--- src/rtl/audio_recorder_pkg.sv ---
// audio_pkg: shared constants and FSM state type for the audio capture front end.
package audio_pkg;
    localparam int SAMPLE_W = 8;
    localparam int MIC_RATE_HZ = 96000;
    localparam int AUDIO_RATE_HZ = 12000;
    typedef enum logic [1:0] {IDLE, RECORD, DONE} rec_state_t;
endpackage

--- src/rtl/audio_recorder_if.sv ---
// audio_recorder_if: record button, mic sample stream and decimated audio stream.
interface audio_recorder_if;
    import audio_pkg::*;
    logic                record_in;
    logic [SAMPLE_W-1:0] mic_in;
    logic                mic_valid_in;
    logic [SAMPLE_W-1:0] audio_out;
    logic                audio_valid_out;
    logic                record_done_out;
    logic                recording_out;
    modport master (
        output record_in, mic_in, mic_valid_in,
        input  audio_out, audio_valid_out, record_done_out, recording_out
    );
    modport slave (
        input  record_in, mic_in, mic_valid_in,
        output audio_out, audio_valid_out, record_done_out, recording_out
    );
endinterface

--- src/rtl/audio_recorder_decim.sv ---
// boxcar_decimator: sums DECIM signed samples and emits the floor average.
// fire_o flags the valid that completes a sample, so the caller can act on the same edge.
module boxcar_decimator
    import audio_pkg::*;
#(
    parameter int DECIM = 8
) (
    input  logic                clk_in,
    input  logic                rst_in,
    input  logic                clear_i,
    input  logic [SAMPLE_W-1:0] sample_i,
    input  logic                valid_i,
    output logic [SAMPLE_W-1:0] avg_o,
    output logic                avg_valid_o,
    output logic                fire_o
);
    localparam int SH = $clog2(DECIM);
    localparam int AW = SAMPLE_W + SH;

    logic [AW-1:0]       acc_q, acc_d, sum;
    logic [SH-1:0]       phase_q, phase_d;
    logic [SAMPLE_W-1:0] avg_q, avg_d;
    logic                avg_valid_q;

    // The top SAMPLE_W bits of the sum are the arithmetic right shift by SH.
    always_comb begin
        sum     = acc_q + {{SH{sample_i[SAMPLE_W-1]}}, sample_i};
        fire_o  = valid_i && phase_q == SH'(DECIM - 1);
        acc_d   = (clear_i || fire_o) ? '0 : valid_i ? sum : acc_q;
        phase_d = (clear_i || fire_o) ? '0 : valid_i ? phase_q + 1'b1 : phase_q;
        avg_d   = fire_o ? sum[AW-1:SH] : avg_q;
    end

    always_ff @(posedge clk_in) begin
        if (rst_in) begin
            acc_q       <= '0;
            phase_q     <= '0;
            avg_q       <= '0;
            avg_valid_q <= 1'b0;
        end else begin
            acc_q       <= acc_d;
            phase_q     <= phase_d;
            avg_q       <= avg_d;
            avg_valid_q <= fire_o;
        end
    end

    assign avg_o       = avg_q;
    assign avg_valid_o = avg_valid_q;
endmodule

--- src/rtl/audio_recorder.sv ---
// audio_recorder: record-button gated capture, boxcar decimation and take length control.
module audio_recorder
    import audio_pkg::*;
#(
    parameter int DECIM       = MIC_RATE_HZ / AUDIO_RATE_HZ,
    parameter int MAX_SAMPLES = 24000
) (
    input logic              clk_in,
    input logic              rst_in,
    audio_recorder_if.slave  bus
);
    localparam int CW = $clog2(MAX_SAMPLES + 1);

    rec_state_t    state_q, state_d;
    logic          rec_q;
    logic [CW-1:0] cnt_q, cnt_d;
    logic          start, fire, dec_valid;

    assign start     = state_q == IDLE && bus.record_in && !rec_q;
    assign dec_valid = bus.mic_valid_in && state_q == RECORD;
    assign cnt_d     = start ? '0 : fire ? cnt_q + 1'b1 : cnt_q;

    // rec_q resets high so a button already held at reset release is not a press.
    always_ff @(posedge clk_in) begin
        if (rst_in) begin
            state_q <= IDLE;
            rec_q   <= 1'b1;
            cnt_q   <= '0;
        end else begin
            state_q <= state_d;
            rec_q   <= bus.record_in;
            cnt_q   <= cnt_d;
        end
    end

    // A completing sample holds RECORD one more cycle so done never overlaps valid.
    always_comb begin
        state_d = state_q;
        case (state_q)
            IDLE:    state_d = start ? RECORD : IDLE;
            RECORD:  state_d = (!fire && (!bus.record_in || cnt_q == CW'(MAX_SAMPLES))) ? DONE : RECORD;
            default: state_d = IDLE;
        endcase
    end

    always_comb begin
        bus.recording_out   = state_q == RECORD;
        bus.record_done_out = state_q == DONE;
    end

    boxcar_decimator #(.DECIM(DECIM)) u_decim (
        .clk_in      (clk_in),
        .rst_in      (rst_in),
        .clear_i     (start),
        .sample_i    (bus.mic_in),
        .valid_i     (dec_valid),
        .avg_o       (bus.audio_out),
        .avg_valid_o (bus.audio_valid_out),
        .fire_o      (fire)
    );
endmodule

--- src/flat_wrapper.sv ---
// flat-port wrapper written by rule: the top's interface ports become plain ports
module audio_recorder_flat import audio_pkg::*;
#(
    parameter int DECIM       = MIC_RATE_HZ / AUDIO_RATE_HZ,
    parameter int MAX_SAMPLES = 24000
)
  (clk_in, rst_in, bus_record_in, bus_mic_in, bus_mic_valid_in, bus_audio_out, bus_audio_valid_out, bus_record_done_out, bus_recording_out);
  audio_recorder_if bus_i ();
  input logic clk_in;
  input logic rst_in;
  input wire logic [$bits(bus_i.record_in)-1:0] bus_record_in;
  input wire logic [$bits(bus_i.mic_in)-1:0] bus_mic_in;
  input wire logic [$bits(bus_i.mic_valid_in)-1:0] bus_mic_valid_in;
  output wire logic [$bits(bus_i.audio_out)-1:0] bus_audio_out;
  output wire logic [$bits(bus_i.audio_valid_out)-1:0] bus_audio_valid_out;
  output wire logic [$bits(bus_i.record_done_out)-1:0] bus_record_done_out;
  output wire logic [$bits(bus_i.recording_out)-1:0] bus_recording_out;
  assign bus_i.record_in = bus_record_in;
  assign bus_i.mic_in = bus_mic_in;
  assign bus_i.mic_valid_in = bus_mic_valid_in;
  assign bus_audio_out = bus_i.audio_out;
  assign bus_audio_valid_out = bus_i.audio_valid_out;
  assign bus_record_done_out = bus_i.record_done_out;
  assign bus_recording_out = bus_i.recording_out;
  audio_recorder #(.DECIM(DECIM), .MAX_SAMPLES(MAX_SAMPLES)) u_core (.clk_in(clk_in), .rst_in(rst_in), .bus(bus_i));
endmodule
--- config.mk ---
export PLATFORM = sky130hd
export DESIGN_NAME = audio_recorder_flat
export DESIGN_NICKNAME = d
export VERILOG_FILES = /design/src/rtl/audio_recorder_pkg.sv /design/src/rtl/audio_recorder_if.sv /design/src/rtl/audio_recorder_decim.sv /design/src/rtl/audio_recorder.sv /design/src/flat_wrapper.sv
export SDC_FILE = /design/constraint.sdc
export NUM_CORES = 1
export LEC_CHECK = 0
export ABC_CLOCK_PERIOD_IN_PS = 2500
export BUFFER_PORTS_ARGS = -buffer_cell sky130_fd_sc_hd__buf_2
export CAP_MARGIN = 15
export CORE_MARGIN = 1
export CORE_UTILIZATION = 52
export DETAILED_ROUTE_END_ITERATION = 10
export PLACE_DENSITY_LB_ADDON = 0.1
export SYNTH_ARGS = -nofsm -noshare
export SYNTH_HDL_FRONTEND = slang
export SYNTH_SLANG_ARGS = --single-unit
--- constraint.sdc ---
create_clock -name clk_in -period 2.5 [get_ports clk_in]
set_clock_uncertainty 0.15 [all_clocks]
set_input_delay 0.625 -clock clk_in [delete_from_list [all_inputs] [get_ports clk_in]]
set_output_delay 0.625 -clock clk_in [all_outputs]
set_load 0.1 [all_outputs]
== After elaboration in Yosys (flattened, before gate mapping) ==
Cells that the tools add are included.

* Flip-flop bits (word level): 41
* Output and inout port bits: 11
* Word-level logic and storage cells: 30
* Input port bits: 12

* Eq/ne operators: 4
* Reduce and logical (&&, ||, !) cells: 13
* Mux-type cells: 3
* $add $sub $neg: 3

{| class="wikitable"
|+ Operators with widths
! operator !! count
|-
| 15-bit by 1-bit adder with 15-bit output (second input constant) || 1
|-
| 15-bit equality test (second input constant) || 1
|-
| 11-bit adder || 1
|-
| 1-bit logical AND || 5
|-
| 2-bit one-hot mux with 2 select lines || 1
|-
| 2-bit OR reduction || 2
|-
| 3-bit by 1-bit adder with 3-bit output (second input constant) || 1
|-
| 3-bit equality test (second input constant) || 1
|-
| 1-bit zero test || 3
|-
| 2-bit by 1-bit equality test with 1-bit output (second input constant) || 1
|-
| 2-bit equality test (second input constant) || 1
|-
| 2-bit zero test || 1
|-
| 1-bit logical OR || 2
|-
| 2-bit two-way mux || 1
|-
| 1-bit two-way mux || 1
|}

== Longest topological paths before layout ==
Gate-level depths: netlist of run 1.

* Depth after elaboration: 7
* Mapped depth: 9
* Mapped depth without buffers: 9

== Modules after synthesis ==
A second synthesis of run 1 with hierarchy kept.

* Cells, all modules: 274
* Area total of the unflattened synthesis: 2372.3 um^2

{| class="wikitable"
|+ By module, submodules not included
! module !! instances !! sequential area each (um^2) !! cells an instance !! area each (um^2)
|-
| boxcar_decimator || 1 || 460.4 || 179 || 1483.9
|-
| audio_recorder || 1 || 360.3 || 95 || 888.4
|}

== Least setup slack after synthesis of run 1 ==
Ideal clock, no wire load.

* Kind: input-to-reg
* Start: in bus_mic_in[0]
* End: reg u_core.u_decim.avg_q[7] (netlist: u_core.u_decim.avg_o[7])
* Arrival time: 2.225 ns
* Buffers on the path: 0
* Setup slack: 0.011 ns
* Cell stages on the path: 9
* Library setup time: 0.114 ns
* Data required time: 2.236 ns
* Path through: ha_1 inv_1 fa_1 nand2b_1 a21oi_1 nor4_1 a211o_1 xor2_1 a21o_1

* Word-level cells in the longest chain between the ends: 1

{| class="wikitable"
|+ RTL lines
! what !! RTL line !! RTL
|-
| start: declaration || flat_wrapper.sv:12 || <nowiki>input wire logic [$bits(bus_i.mic_in)-1:0] bus_mic_in;</nowiki>
|-
| 11-bit adder || audio_recorder_decim.sv:27 || <nowiki>sum = acc_q + {{SH{sample_i[SAMPLE_W-1]}}, sample_i};</nowiki>
|-
| end signal: assignment || audio_recorder_decim.sv:43 || <nowiki>avg_q <= avg_d;</nowiki>
|-
| end: declaration || audio_recorder_decim.sv:22 || <nowiki>logic [SAMPLE_W-1:0] avg_q, avg_d;</nowiki>
|}

Every way passes these cells.
A chain may end at the register's enable or synchronous reset.

== Worst setup path after layout of run 1 ==
Same ends and word-level chain as after synthesis.

==> PnR_summary.wiki, run 1 <==
{| class="wikitable"
! Metric !! Value
|-
| Cell depth of the worst hold path || 2
|-
| Total length of routed met2 wires || 2010 um
|-
| HPWL reported at the end of detailed placement || 3360 um
|-
| Total GRT Usage || 23.1%
|-
| Area occupied by registers || 821 um2
|-
| DR pass1 iterations || 5
|-
| Total length of routed wires || 4610 um
|-
| Antenna violations before repair || 0
|-
| Highest attainable clock frequency || 425 MHz
|-
| Beginning of the worst register-to-register path || u_core.u_decim.acc_q[0]
|-
| H-Tree Level Count || 2
|-
| Number of hold-slack violations in the final timing report || 0
|-
| HP Class || reg2reg
|-
| Maximum count of clock buffers along a single path || 2
|-
| Met1 wire length || 2280 um
|-
| Area share of the largest cell type after synthesis || 37.8%
|-
| Fin crit share || 94.1%
|-
| # Post-CTS Setup Buffers || 0
|-
| # fillers || 372
|-
| Routed vias/inst || 5.51
|-
| FF-to-FF setup slack || 220 ps
|-
| Highest net fanout along the worst path || 3
|-
| Sequential cell fraction of total power || 52.6%
|-
| Drt initial violations || 77
|-
| Effective utilization at floorplan || 54.2%
|-
| RSZ-0062 raised after global routing || no
|-
| Setup_tns || 0 ps
|-
| Type of the setup path with the least slack || in2reg
|-
| Register-to-Register Path Depth || 9
|-
| Total of flip-flops plus latches after synthesis || 41
|-
| Die area || 4430 um2
|-
| Static Leak || 1.13 nW
|-
| Count of antenna-violating nets left after detailed routing || 0
|-
| Arrival time at the worst endpoint || 2400 ps
|-
| Critical path launch point type || input pin
|-
| Endpoint, Worst Hold || u_core.u_decim.avg_o[1]
|-
| Num Clock Sinks || 41
|-
| Total design power || 1.26 mW
|-
| Max layer used || met4
|-
| Global-route wire length before repair || 7580 um
|-
| Area contributors post-synth || sky130_fd_sc_hd__dfxtp_1, sky130_fd_sc_hd__ha_1, sky130_fd_sc_hd__nand2_1, sky130_fd_sc_hd__xor2_1, sky130_fd_sc_hd__a21oi_1
|-
| Switching fraction of total power || 25.5%
|-
| Library cell used as clock root buffer || sky130_fd_sc_hd__clkbuf_8
|-
| Wire length per cell after detailed routing || 13.4 um
|-
| Maximum capacitance violations || 0
|-
| Avg Synthesized Cell Area || 8.51 um2
|-
| Num ports || 23
|-
| EDFF count, synth || 0
|-
| Net count after synthesis || 282
|-
| Sequential share of the synthesized area || 37.8%
|-
| Switching component of the power || 0.323 mW
|-
| Final RePlAce weighted congestion || 0.845
|-
| Number of antenna cells inserted || 0
|-
| Warning count from the yosys run || 0
|-
| Fraction of final layout cells sized beyond drive strength 1 || 19.7%
|-
| Commonest cells in the netlist || sky130_fd_sc_hd__dfxtp_1, sky130_fd_sc_hd__nand2_1, sky130_fd_sc_hd__nor2_1, sky130_fd_sc_hd__a21oi_1, sky130_fd_sc_hd__ha_1
|-
| Relative slew margins || 66.6%
|-
| Area post-placement || 2440 um2
|-
| Num CTS Buffers || 5
|-
| Total grt overflow || 0
|-
| Clock input transition at the sequential cells of the worst setup and hold paths || 80 ps
|-
| Worst slack on hold paths || 305 ps
|-
| Overall die width || 66.6 um
|-
| Area of combinational cells with multiple inputs || 1290 um2
|-
| Met3 layer wire length in the routed design || 256 um
|-
| Area of the mapped netlist || 2170 um2
|-
| Pin count of the biggest net entering global routing || 19
|-
| Clock tree from TritonCTS || built
|-
| Worst Max-Slew Pin Slew || 502 ps
|-
| Final cell area excluding filler cells || 2540 um2
|-
| Final min period || 2350 ps
|-
| Cell area power density || 497 nW/um2
|-
| Logic gate share of total power || 11.0%
|-
| Synth unique cells || 45
|-
| Terminus of the critical flop-to-flop path || u_core.u_decim.avg_o[7]
|-
| Post-synthesis to final-layout area growth || 17.1%
|-
| Part of the total power dissipated in the clock network || 36.4%
|-
| Cell type with the highest aggregate area in the netlist || sky130_fd_sc_hd__dfxtp_1
|-
| Chip Height || 66.6 um
|-
| Most frequent cell after synthesis || sky130_fd_sc_hd__dfxtp_1
|-
| Max rail drop VDD || 308 uV
|-
| Clock latency at the later pin of the worst-skew pair || 290 ps
|-
| Number of remaining DRC errors || 0
|-
| Vias post-DR || 1897
|-
| Number of instances in the synthesized netlist || 255
|-
| Result of the run || completed
|-
| WP data required || 2550 ps
|-
| Sort of element at the end of the critical path || register
|-
| Async S/R FF share, synth || 0%
|-
| Primary FF master, synth || sky130_fd_sc_hd__dfxtp_1
|-
| Total Nets Final || 320
|-
| Number of endpoints failing setup at the final stage || 0
|-
| Cell-internal power || 0.941 mW
|-
| Source of the worst hold timing path || u_core.u_decim.avg_o[1]
|-
| Std-Cell Core Area || 4000 um2
|-
| Vias in the first global route || 1632
|-
| Site Rows || 23
|-
| PortBufs || 22
|-
| Final Max Tran Viols || 0
|}
[sequential cells by signal, summed over array words and instances (netlist names)]
register / flops
u_core.cnt_q: 15
u_core.u_decim.avg_o: 8
u_core.u_decim.phase_q: 3
u_core.u_decim.avg_valid_o: 1
u_core.u_decim.acc_q: 11
u_core.state_q: 2
u_core.rec_q: 1
[what timing repair did]
item / in CTS / in global routing
endpoints found under the setup margin: 0 / 2
hold buffers: 0 / 0
resized for setup: 0 / 1
[power groups by stage]
stage / Sequential, mW / Clock (mW) / Combinational [mW]
after detailed placement: 0.680 / 0 / 0.138
after CTS: 0.665 / 0.474 / 0.139
after global routing: 0.666 / 0.493 / 0.154
after global placement: 0.680 / 0 / 0.137
final: 0.665 / 0.460 / 0.139
after floorplan: 0.679 / 0 / 0.0885
[cell usage in the layout, fill, tap and decap left out, types with 3 or more instances in the layout]
cell type	netlist	routed
sky130_fd_sc_hd__buf_2	2	22
sky130_fd_sc_hd__nor3_1	5	5
sky130_fd_sc_hd__a21o_1	6	6
sky130_fd_sc_hd__nand4_1	7	7
sky130_fd_sc_hd__xor2_1	13	13
sky130_fd_sc_hd__nor4_1	3	3
sky130_fd_sc_hd__nand2_1	35	35
sky130_fd_sc_hd__nor2_1	26	26
sky130_fd_sc_hd__inv_1	7	7
sky130_fd_sc_hd__nand3_1	12	12
sky130_fd_sc_hd__nor3b_1	4	4
sky130_fd_sc_hd__clkbuf_8	0	6
sky130_fd_sc_hd__nand2b_1	3	3
sky130_fd_sc_hd__a211o_1	4	4
sky130_fd_sc_hd__xnor2_1	7	7
sky130_fd_sc_hd__dfxtp_1	41	41
sky130_fd_sc_hd__a21oi_1	22	21
sky130_fd_sc_hd__buf_4	0	18
sky130_fd_sc_hd__ha_1	14	14
sky130_fd_sc_hd__o21ai_0	3	3
[how the worst max path moves through the flow]
stage | start | end | slack [ps] | cells after the start
after floorplan | bus_mic_in[0] | u_core.u_decim.avg_o[7] | 10 | 9
final | bus_mic_in[0] | u_core.u_decim.avg_o[7] | 150 | 10
after global placement | bus_mic_in[0] | u_core.u_decim.avg_o[7] | -180 | 10
after global routing | bus_mic_in[0] | u_core.u_decim.avg_o[7] | 30 | 10
after CTS | bus_mic_in[0] | u_core.u_decim.avg_o[7] | 70 | 10
after detailed placement | bus_mic_in[0] | u_core.u_decim.avg_o[7] | -230 | 10
[final cells by class]
class,count,share of cell area [%]
timing repair buffer,40,9.65
multi-input combinational,198,50.8
clock inverter,2,0.542
sequential,41,32.3
clock buffer,6,3.25
inverter,7,1.03
tap,50,2.46
[stage by stage]
| stage | setup WS [ps] | utilization, % | instances |
|---|---|---|---|
| 2_1_floorplan | 11.1 | - | 255 |
| 3_3_place_gp | -183 | 61.0 | 336 |
| 3_5_place_dp | -234 | 61.0 | 336 |
| 4_1_cts | 67.6 | 63.4 | 344 |
| 5_1_grt | 27.1 | 63.5 | 344 |
| 6_report | 148 | 63.5 | 344 |
[kinds of logic after synthesis]
kind of cell | after synthesis | synth area share [%]
adder cells (fa/ha/maj) | 15 | 9.00
multiplexers | 2 | 0.923
flip-flops | 41 | 37.8
XOR/XNOR | 20 | 8.07
AND/OR/NAND/NOR | 113 | 26.8
buffers and inverters | 16 | 2.88
AO/OA/AOI/OAI | 48 | 14.5
[worst max-delay path, cell delays in order]
cell                       delay (ps)
sky130_fd_sc_hd__buf_2             80
sky130_fd_sc_hd__ha_1             150
sky130_fd_sc_hd__inv_1             60
sky130_fd_sc_hd__fa_1             380
sky130_fd_sc_hd__nand2b_1         190
sky130_fd_sc_hd__a21oi_2          180
sky130_fd_sc_hd__nor4_1            90
sky130_fd_sc_hd__a211o_1          320
sky130_fd_sc_hd__xor2_1           160
sky130_fd_sc_hd__a21o_1           170
[layer usage]
layer  vias to the layer above  global-route usage, %
li1                        973                      -
met1                       873                   31.5
met2                        45                   35.2
met3                         6                   5.65
met4                         0                   7.18
met5                         -                      0
Power figures use the tool's default switching activity.
==> run 2: changes to the inputs <==
--- a/config.mk
+++ b/config.mk
@@ -12,6 +12,7 @@
 export CORE_UTILIZATION = 52
 export DETAILED_ROUTE_END_ITERATION = 10
 export PLACE_DENSITY_LB_ADDON = 0.1
+export SETUP_SLACK_MARGIN = 0.2
 export SYNTH_ARGS = -nofsm -noshare
 export SYNTH_HDL_FRONTEND = slang
 export SYNTH_SLANG_ARGS = --single-unit
==> run 2 against run 1 <==
Compared with the run above: first-iteration DRC count increased by 120%; cell area increased by 1.2%; die area unchanged; largest cell class unchanged; hold slack got worse by 0.60 ps; critical path depth unchanged; non-clock buffer count decreased by 3; sequential share of layout area decreased by 0.39 points; final cell count decreased by 0.87%; global-route usage decreased by 0.65 points; clock-buffer cell count increased by 1.
==> PnR_summary.wiki, run 2 (synthesis results as in run 1) <==
{| class="wikitable"
! Metric !! Value
|-
| DR pass1 iterations || 4 (-1)
|-
| Result of the run || completed
|-
| Maximum count of clock buffers along a single path || 2 (unchanged)
|-
| Highest attainable clock frequency || 452 MHz (+6.2%)
|-
| Routed vias/inst || 5.37 (-2.6%)
|-
| Effective utilization at floorplan || 54.2% (unchanged)
|-
| Final cell area excluding filler cells || 2570 um2 (+1.2%)
|-
| Source of the worst hold timing path || u_core.u_decim.avg_o[1]
|-
| Fraction of final layout cells sized beyond drive strength 1 || 20.6% (+0.89 points)
|-
| Number of antenna cells inserted || 0 (unchanged)
|-
| HPWL reported at the end of detailed placement || 3270 um (-2.7%)
|-
| Global-route wire length before repair || 7530 um (-0.55%)
|-
| Arrival time at the worst endpoint || 2260 ps (-140 ps)
|-
| Die area || 4430 um2 (unchanged)
|-
| Vias post-DR || 1831 (-3.5%)
|-
| Relative slew margins || 66.8% (+0.19 points)
|-
| WP data required || 2540 ps (about the same)
|-
| Wire length per cell after detailed routing || 13.2 um (-1.8%)
|-
| Area post-placement || 2430 um2 (-0.31%)
|-
| Num ports || 23 (unchanged)
|-
| Chip Height || 66.6 um (unchanged)
|-
| Site Rows || 23 (unchanged)
|-
| Critical path launch point type || input pin
|-
| Most frequent cells in the layout || sky130_fd_sc_hd__dfxtp_1, sky130_fd_sc_hd__nand2_1, sky130_fd_sc_hd__nor2_1
|-
| Std-Cell Core Area || 4000 um2 (unchanged)
|-
| Final min period || 2210 ps (-138 ps)
|-
| Post-synthesis to final-layout area growth || 18.6%
|-
| Type of the setup path with the least slack || in2reg
|-
| Max rail drop VDD || 347 uV (+13%)
|-
| Most common cell after layout, fill and taps aside || sky130_fd_sc_hd__dfxtp_1
|-
| Number of remaining DRC errors || 0 (unchanged)
|-
| Clock input transition at the sequential cells of the worst setup and hold paths || 80 ps (about the same)
|-
| Total length of routed wires || 4490 um (-2.7%)
|-
| Worst slack on hold paths || 305 ps (-0.600 ps)
|-
| Number of hold-slack violations in the final timing report || 0 (unchanged)
|-
| Num CTS Buffers || 5 (unchanged)
|-
| Beginning of the worst register-to-register path || u_core.u_decim.acc_q[0]
|-
| Maximum capacitance violations || 0 (unchanged)
|-
| Clock latency at the later pin of the worst-skew pair || 290 ps (about the same)
|-
| Worst Max-Slew Pin Slew || 502 ps (+0.566 ps)
|-
| Cell area power density || 498 nW/um2 (+0.14%)
|-
| Number of endpoints failing setup at the final stage || 0 (unchanged)
|-
| Final Instance Count excl. Fillers || 341 (-0.87%)
|-
| Antenna violations before repair || 0 (unchanged)
|-
| Pin count of the biggest net entering global routing || 19 (unchanged)
|-
| Drt initial violations || 173 (+120%)
|-
| H-Tree Level Count || 2 (unchanged)
|-
| Register ranked first by flip-flop count || u_core.cnt_q
|-
| Highest net fanout along the worst path || 3 (unchanged)
|-
| Placed cell count || 333 (-0.89%)
|-
| Total grt overflow || 0 (unchanged)
|-
| Fin crit share || 88.6% (-5.5 points)
|-
| Total GRT Usage || 22.4% (-0.65 points)
|-
| Total Nets Final || 317 (-0.94%)
|-
| Hold buffer count at cts || 0 (unchanged)
|-
| Number of flip-flops under the largest register name || 15 (unchanged)
|-
| Vias in the first global route || 1623 (-0.55%)
|-
| Clock tree from TritonCTS || built
|-
| Static Leak || 1.13 nW (+0.14%)
|-
| Final RePlAce weighted congestion || 0.801 (-5.2%)
|-
| Library cell used as clock root buffer || sky130_fd_sc_hd__clkbuf_8
|-
| Count of antenna-violating nets left after detailed routing || 0 (unchanged)
|-
| RSZ-0062 raised after global routing || no
|-
| Sort of element at the end of the critical path || register
|-
| Utilization after layout || 64.3% (+0.78 points)
|-
| # fillers || 364 (-2.2%)
|-
| Final Max Tran Viols || 0 (unchanged)
|-
| Crit path from || bus_mic_in[0]
|-
| Overall die width || 66.6 um (unchanged)
|-
| HP Class || reg2reg
|-
| Num Clock Sinks || 41 (unchanged)
|-
| PortBufs || 22 (unchanged)
|}
==> run 2: power by group <==
group          internal [mW]  switching (mW)
registers              0.659         0.00590
logic                 0.0579          0.0827
clock network          0.250           0.226
==> run 2: cell type report <==
class / instances / area [um2] / area share, %
clock buffers: 7 / 96.3 / 3.75
clock inverters: 1 / 5.00 / 0.195
well taps: 50 / 62.6 / 2.43
flip-flops and latches: 41 / 821 / 31.9
repair buffers: 37 / 223 / 8.66
inverters: 7 / 26.3 / 1.02
multi-input cells: 198 / 1340 / 52.0
==> run 2: worst paths after layout <==
check	slack, ps	end	cells after the start
worst max register to register	370	u_core.u_decim.avg_o[7]	9
worst min-delay path	300	u_core.u_decim.avg_o[1]	2
worst min register to register	300	u_core.u_decim.avg_o[1]	2
worst max-delay path	290	u_core.u_decim.avg_o[7]	10
==> run 2: critical path: stages <==
cell and delay, ps:
sky130_fd_sc_hd__buf_2 100, sky130_fd_sc_hd__ha_1 200, sky130_fd_sc_hd__inv_1 70, sky130_fd_sc_hd__fa_2 200, sky130_fd_sc_hd__nand2b_4 140, sky130_fd_sc_hd__a21oi_4 70, sky130_fd_sc_hd__o2111a_1 240, sky130_fd_sc_hd__a211o_1 310
sky130_fd_sc_hd__xor2_1 150, sky130_fd_sc_hd__a21o_1 170
==> run 2: repair_timing <==
action | in CTS | in global routing
hold endpoints to repair | 0 | 0
endpoints found under the setup margin | 0 | 4
resized for setup | 0 | 4
buffers inserted | 0 | 0
==> run 2: metrics by stage <==
| step | total power [mW] | TNS, ps | worst slack (ps) |
|---|---|---|---|
| after global placement | 0.815 | -15.7 | -15.7 |
| final | 1.28 | 0 | 286 |
| after global routing | 1.33 | 0 | 213 |
| after detailed placement | 0.817 | -45.0 | -38.6 |
| after floorplan | 0.769 | 0 | 125 |
| after CTS | 1.29 | 0 | 273 |
==> run 2: routing by layer <==
layer	share of wire (%)	global-route usage [%]	vias to the layer above
li1	-	-	958
met1	50	31.3	831
met2	46	34.3	40
met3	3.4	4.11	2
met4	0.65	7.18	0
met5	0	0	-
==> run 3: changes to the inputs <==
--- a/config.mk
+++ b/config.mk
@@ -10,6 +10,7 @@
 export CAP_MARGIN = 15
 export CORE_MARGIN = 1
 export CORE_UTILIZATION = 52
+export CTS_BUF_LIST = sky130_fd_sc_hd__clkbuf_16
 export DETAILED_ROUTE_END_ITERATION = 10
 export PLACE_DENSITY_LB_ADDON = 0.1
 export SETUP_SLACK_MARGIN = 0.2
==> run 3 against run 2 <==
Compared with the run above: non-clock buffer count did not move; sequential power barely moved; routed wire length rose by 4.4%; setup slack got worse by 46 ps; first-iteration DRC count fell by 25%; hold slack got worse by 3.5 ps; global-route usage rose by 0.61 points; utilization rose by 1.4 points; critical endpoint unchanged; largest power group unchanged.
==> PnR_summary.wiki, run 3 (synthesis results as in run 1) <==
{| class="wikitable"
! Metric !! Value
|-
| Result of the run || completed
|-
| WP data required || 2530 ps (about the same)
|-
| Site Rows || 23 (unchanged)
|-
| Library cell used as clock root buffer || sky130_fd_sc_hd__clkbuf_16
|-
| Total Nets Final || 317 (unchanged)
|-
| HP Class || reg2reg
|-
| Post-synthesis to final-layout area growth || 21.2%
|-
| Cell-internal power || 1.08 mW (+12%)
|-
| Vias post-DR || 1839 (+0.44%)
|-
| Total length of routed wires || 4690 um (+4.4%)
|-
| Sort of element at the end of the critical path || register
|-
| Number of flip-flops under the largest register name || 15 (unchanged)
|-
| Relative slew margins || 67.7% (+0.98 points)
|-
| Num ports || 23 (unchanged)
|-
| Clock tree from TritonCTS || built
|-
| # fillers || 354 (-2.7%)
|-
| Die area || 4430 um2 (unchanged)
|-
| Highest net fanout along the worst path || 3 (unchanged)
|-
| Type of the setup path with the least slack || in2reg
|-
| Most common cell after layout, fill and taps aside || sky130_fd_sc_hd__dfxtp_1
|-
| Number of hold-slack violations in the final timing report || 0 (unchanged)
|-
| Maximum count of clock buffers along a single path || 2 (unchanged)
|-
| Number of antenna cells inserted || 0 (unchanged)
|-
| Static Leak || 1.15 nW (+1.3%)
|-
| Maximum capacitance violations || 0 (unchanged)
|-
| Effective utilization at floorplan || 54.2% (unchanged)
|-
| Final worst-path setup slack || 239 ps (-46.4 ps)
|-
| Drt initial violations || 130 (-25%)
|-
| Final cell area excluding filler cells || 2630 um2 (+2.2%)
|-
| Arrival time at the worst endpoint || 2290 ps (+30 ps)
|-
| Number of endpoints failing setup at the final stage || 0 (unchanged)
|-
| Most frequent cells in the layout || sky130_fd_sc_hd__dfxtp_1, sky130_fd_sc_hd__nand2_1, sky130_fd_sc_hd__nor2_1
|-
| Num CTS Buffers || 5 (unchanged)
|-
| HPWL reported at the end of detailed placement || 3270 um (unchanged)
|-
| Total grt overflow || 0 (unchanged)
|-
| Post-place setup slack || -38.6 ps (unchanged)
|-
| Part of the total power dissipated in the clock network || 42.9% (+5.8 points)
|-
| Std-Cell Core Area || 4000 um2 (unchanged)
|-
| Worst Max-Slew Pin Slew || 478 ps (-24.3 ps)
|-
| Number of remaining DRC errors || 0 (unchanged)
|-
| Highest attainable clock frequency || 442 MHz (-2.1%)
|-
| Critical path launch point type || input pin
|-
| Num Clock Sinks || 41 (unchanged)
|-
| PortBufs || 22 (unchanged)
|-
| Clock input transition at the sequential cells of the worst setup and hold paths || 60 ps (-20 ps)
|-
| Vias in the first global route || 1641 (+1.1%)
|-
| Final Max Tran Viols || 0 (unchanged)
|-
| Global-route wire length before repair || 7650 um (+1.6%)
|-
| Count of antenna-violating nets left after detailed routing || 0 (unchanged)
|-
| Utilization after layout || 65.7% (+1.4 points)
|-
| Hold buffer count at cts || 0 (unchanged)
|-
| Switching component of the power || 0.338 mW (+7.6%)
|-
| Cell area power density || 539 nW/um2 (+8.3%)
|-
| Final min period || 2260 ps (+46.4 ps)
|-
| Max rail drop VDD || 320 uV (-7.9%)
|-
| RSZ-0062 raised after global routing || yes
|-
| DR pass1 iterations || 4 (unchanged)
|-
| Routed vias/inst || 5.39 (+0.44%)
|-
| Total GRT Usage || 23.0% (+0.61 points)
|-
| Wire length per cell after detailed routing || 13.7 um (+4.4%)
|-
| Antenna violations before repair || 0 (unchanged)
|-
| Fin crit share || 90.4% (+1.9 points)
|-
| Fraction of final layout cells sized beyond drive strength 1 || 20.6% (unchanged)
|-
| Chip Height || 66.6 um (unchanged)
|-
| Worst slack on hold paths || 301 ps (-3.53 ps)
|-
| Overall die width || 66.6 um (unchanged)
|-
| Switching fraction of total power || 23.8% (-0.69 points)
|-
| Sequential cell fraction of total power || 47.0% (-4.9 points)
|-
| Pin count of the biggest net entering global routing || 19 (unchanged)
|-
| Logic gate share of total power || 10.1% (-0.9 points)
|-
| Clock latency at the later pin of the worst-skew pair || 280 ps (about the same)
|-
| Area post-placement || 2430 um2 (unchanged)
|-
| Final RePlAce weighted congestion || 0.801 (unchanged)
|-
| H-Tree Level Count || 2 (unchanged)
|-
| Register ranked first by flip-flop count || u_core.cnt_q
|}
## run 3: metal layers
layer  vias to the layer above  track usage [%]  part of all wire, %
li1                        964                -                    -
met1                       833             31.4                   49
met2                        34             35.2                   46
met3                         8             6.16                  3.6
met4                         0             6.38                  1.6
met5                         -                0                    0
## run 3: worst paths after layout
path	cells past startpoint	from	to	slack [ps]
worst max-delay path	10	bus_mic_in[0]	u_core.u_decim.avg_o[7]	240
worst min-delay path	2	u_core.u_decim.avg_o[1]	u_core.u_decim.avg_o[1]	300
worst max register to register	9	u_core.u_decim.acc_q[0]	u_core.u_decim.avg_o[7]	280
worst min register to register	2	u_core.u_decim.avg_o[1]	u_core.u_decim.avg_o[1]	300
## run 3: cell type report
type	count	area [um2]	share of cell area, %
Clock buffer	5	125	4.76
Clock inverter	3	12.5	0.476
Inverter	7	26.3	0.999
Multi-Input combinational cell	198	1360	51.7
Sequential cell	41	821	31.2
Tap cell	50	62.6	2.38
Timing Repair Buffer	37	223	8.47
## run 3: timing repair
action | in CTS | in global routing
setup endpoints to repair | 0 | 4
resized for setup | 0 | 8
buffers inserted | 0 | 0
## run 3: critical path: stages
cell                       delay [ps]
sky130_fd_sc_hd__buf_2            100
sky130_fd_sc_hd__ha_4             130
sky130_fd_sc_hd__inv_2             40
sky130_fd_sc_hd__fa_2             350
sky130_fd_sc_hd__nand2b_4         160
sky130_fd_sc_hd__a21oi_4          190
sky130_fd_sc_hd__nor4_4            60
sky130_fd_sc_hd__a211o_1          310
sky130_fd_sc_hd__xor2_1           170
sky130_fd_sc_hd__a21o_1           150
## run 3: through the flow
step,setup TNS (ps),power [mW],std cells
3_5_place_dp,-45.0,0.817,333
2_1_floorplan,0,0.769,255
3_3_place_gp,-15.7,0.815,333
6_report,0,1.42,341
5_1_grt,0,1.47,341
4_1_cts,0,1.43,341
## run 3: power by group through the flow
stage | sequential [mW] | clock (mW) | combinational, mW
2_1_floorplan | 0.679 | 0 | 0.0903
3_3_place_gp | 0.680 | 0 | 0.135
3_5_place_dp | 0.681 | 0 | 0.136
4_1_cts | 0.666 | 0.622 | 0.137
5_1_grt | 0.667 | 0.648 | 0.158
6_report | 0.667 | 0.608 | 0.143
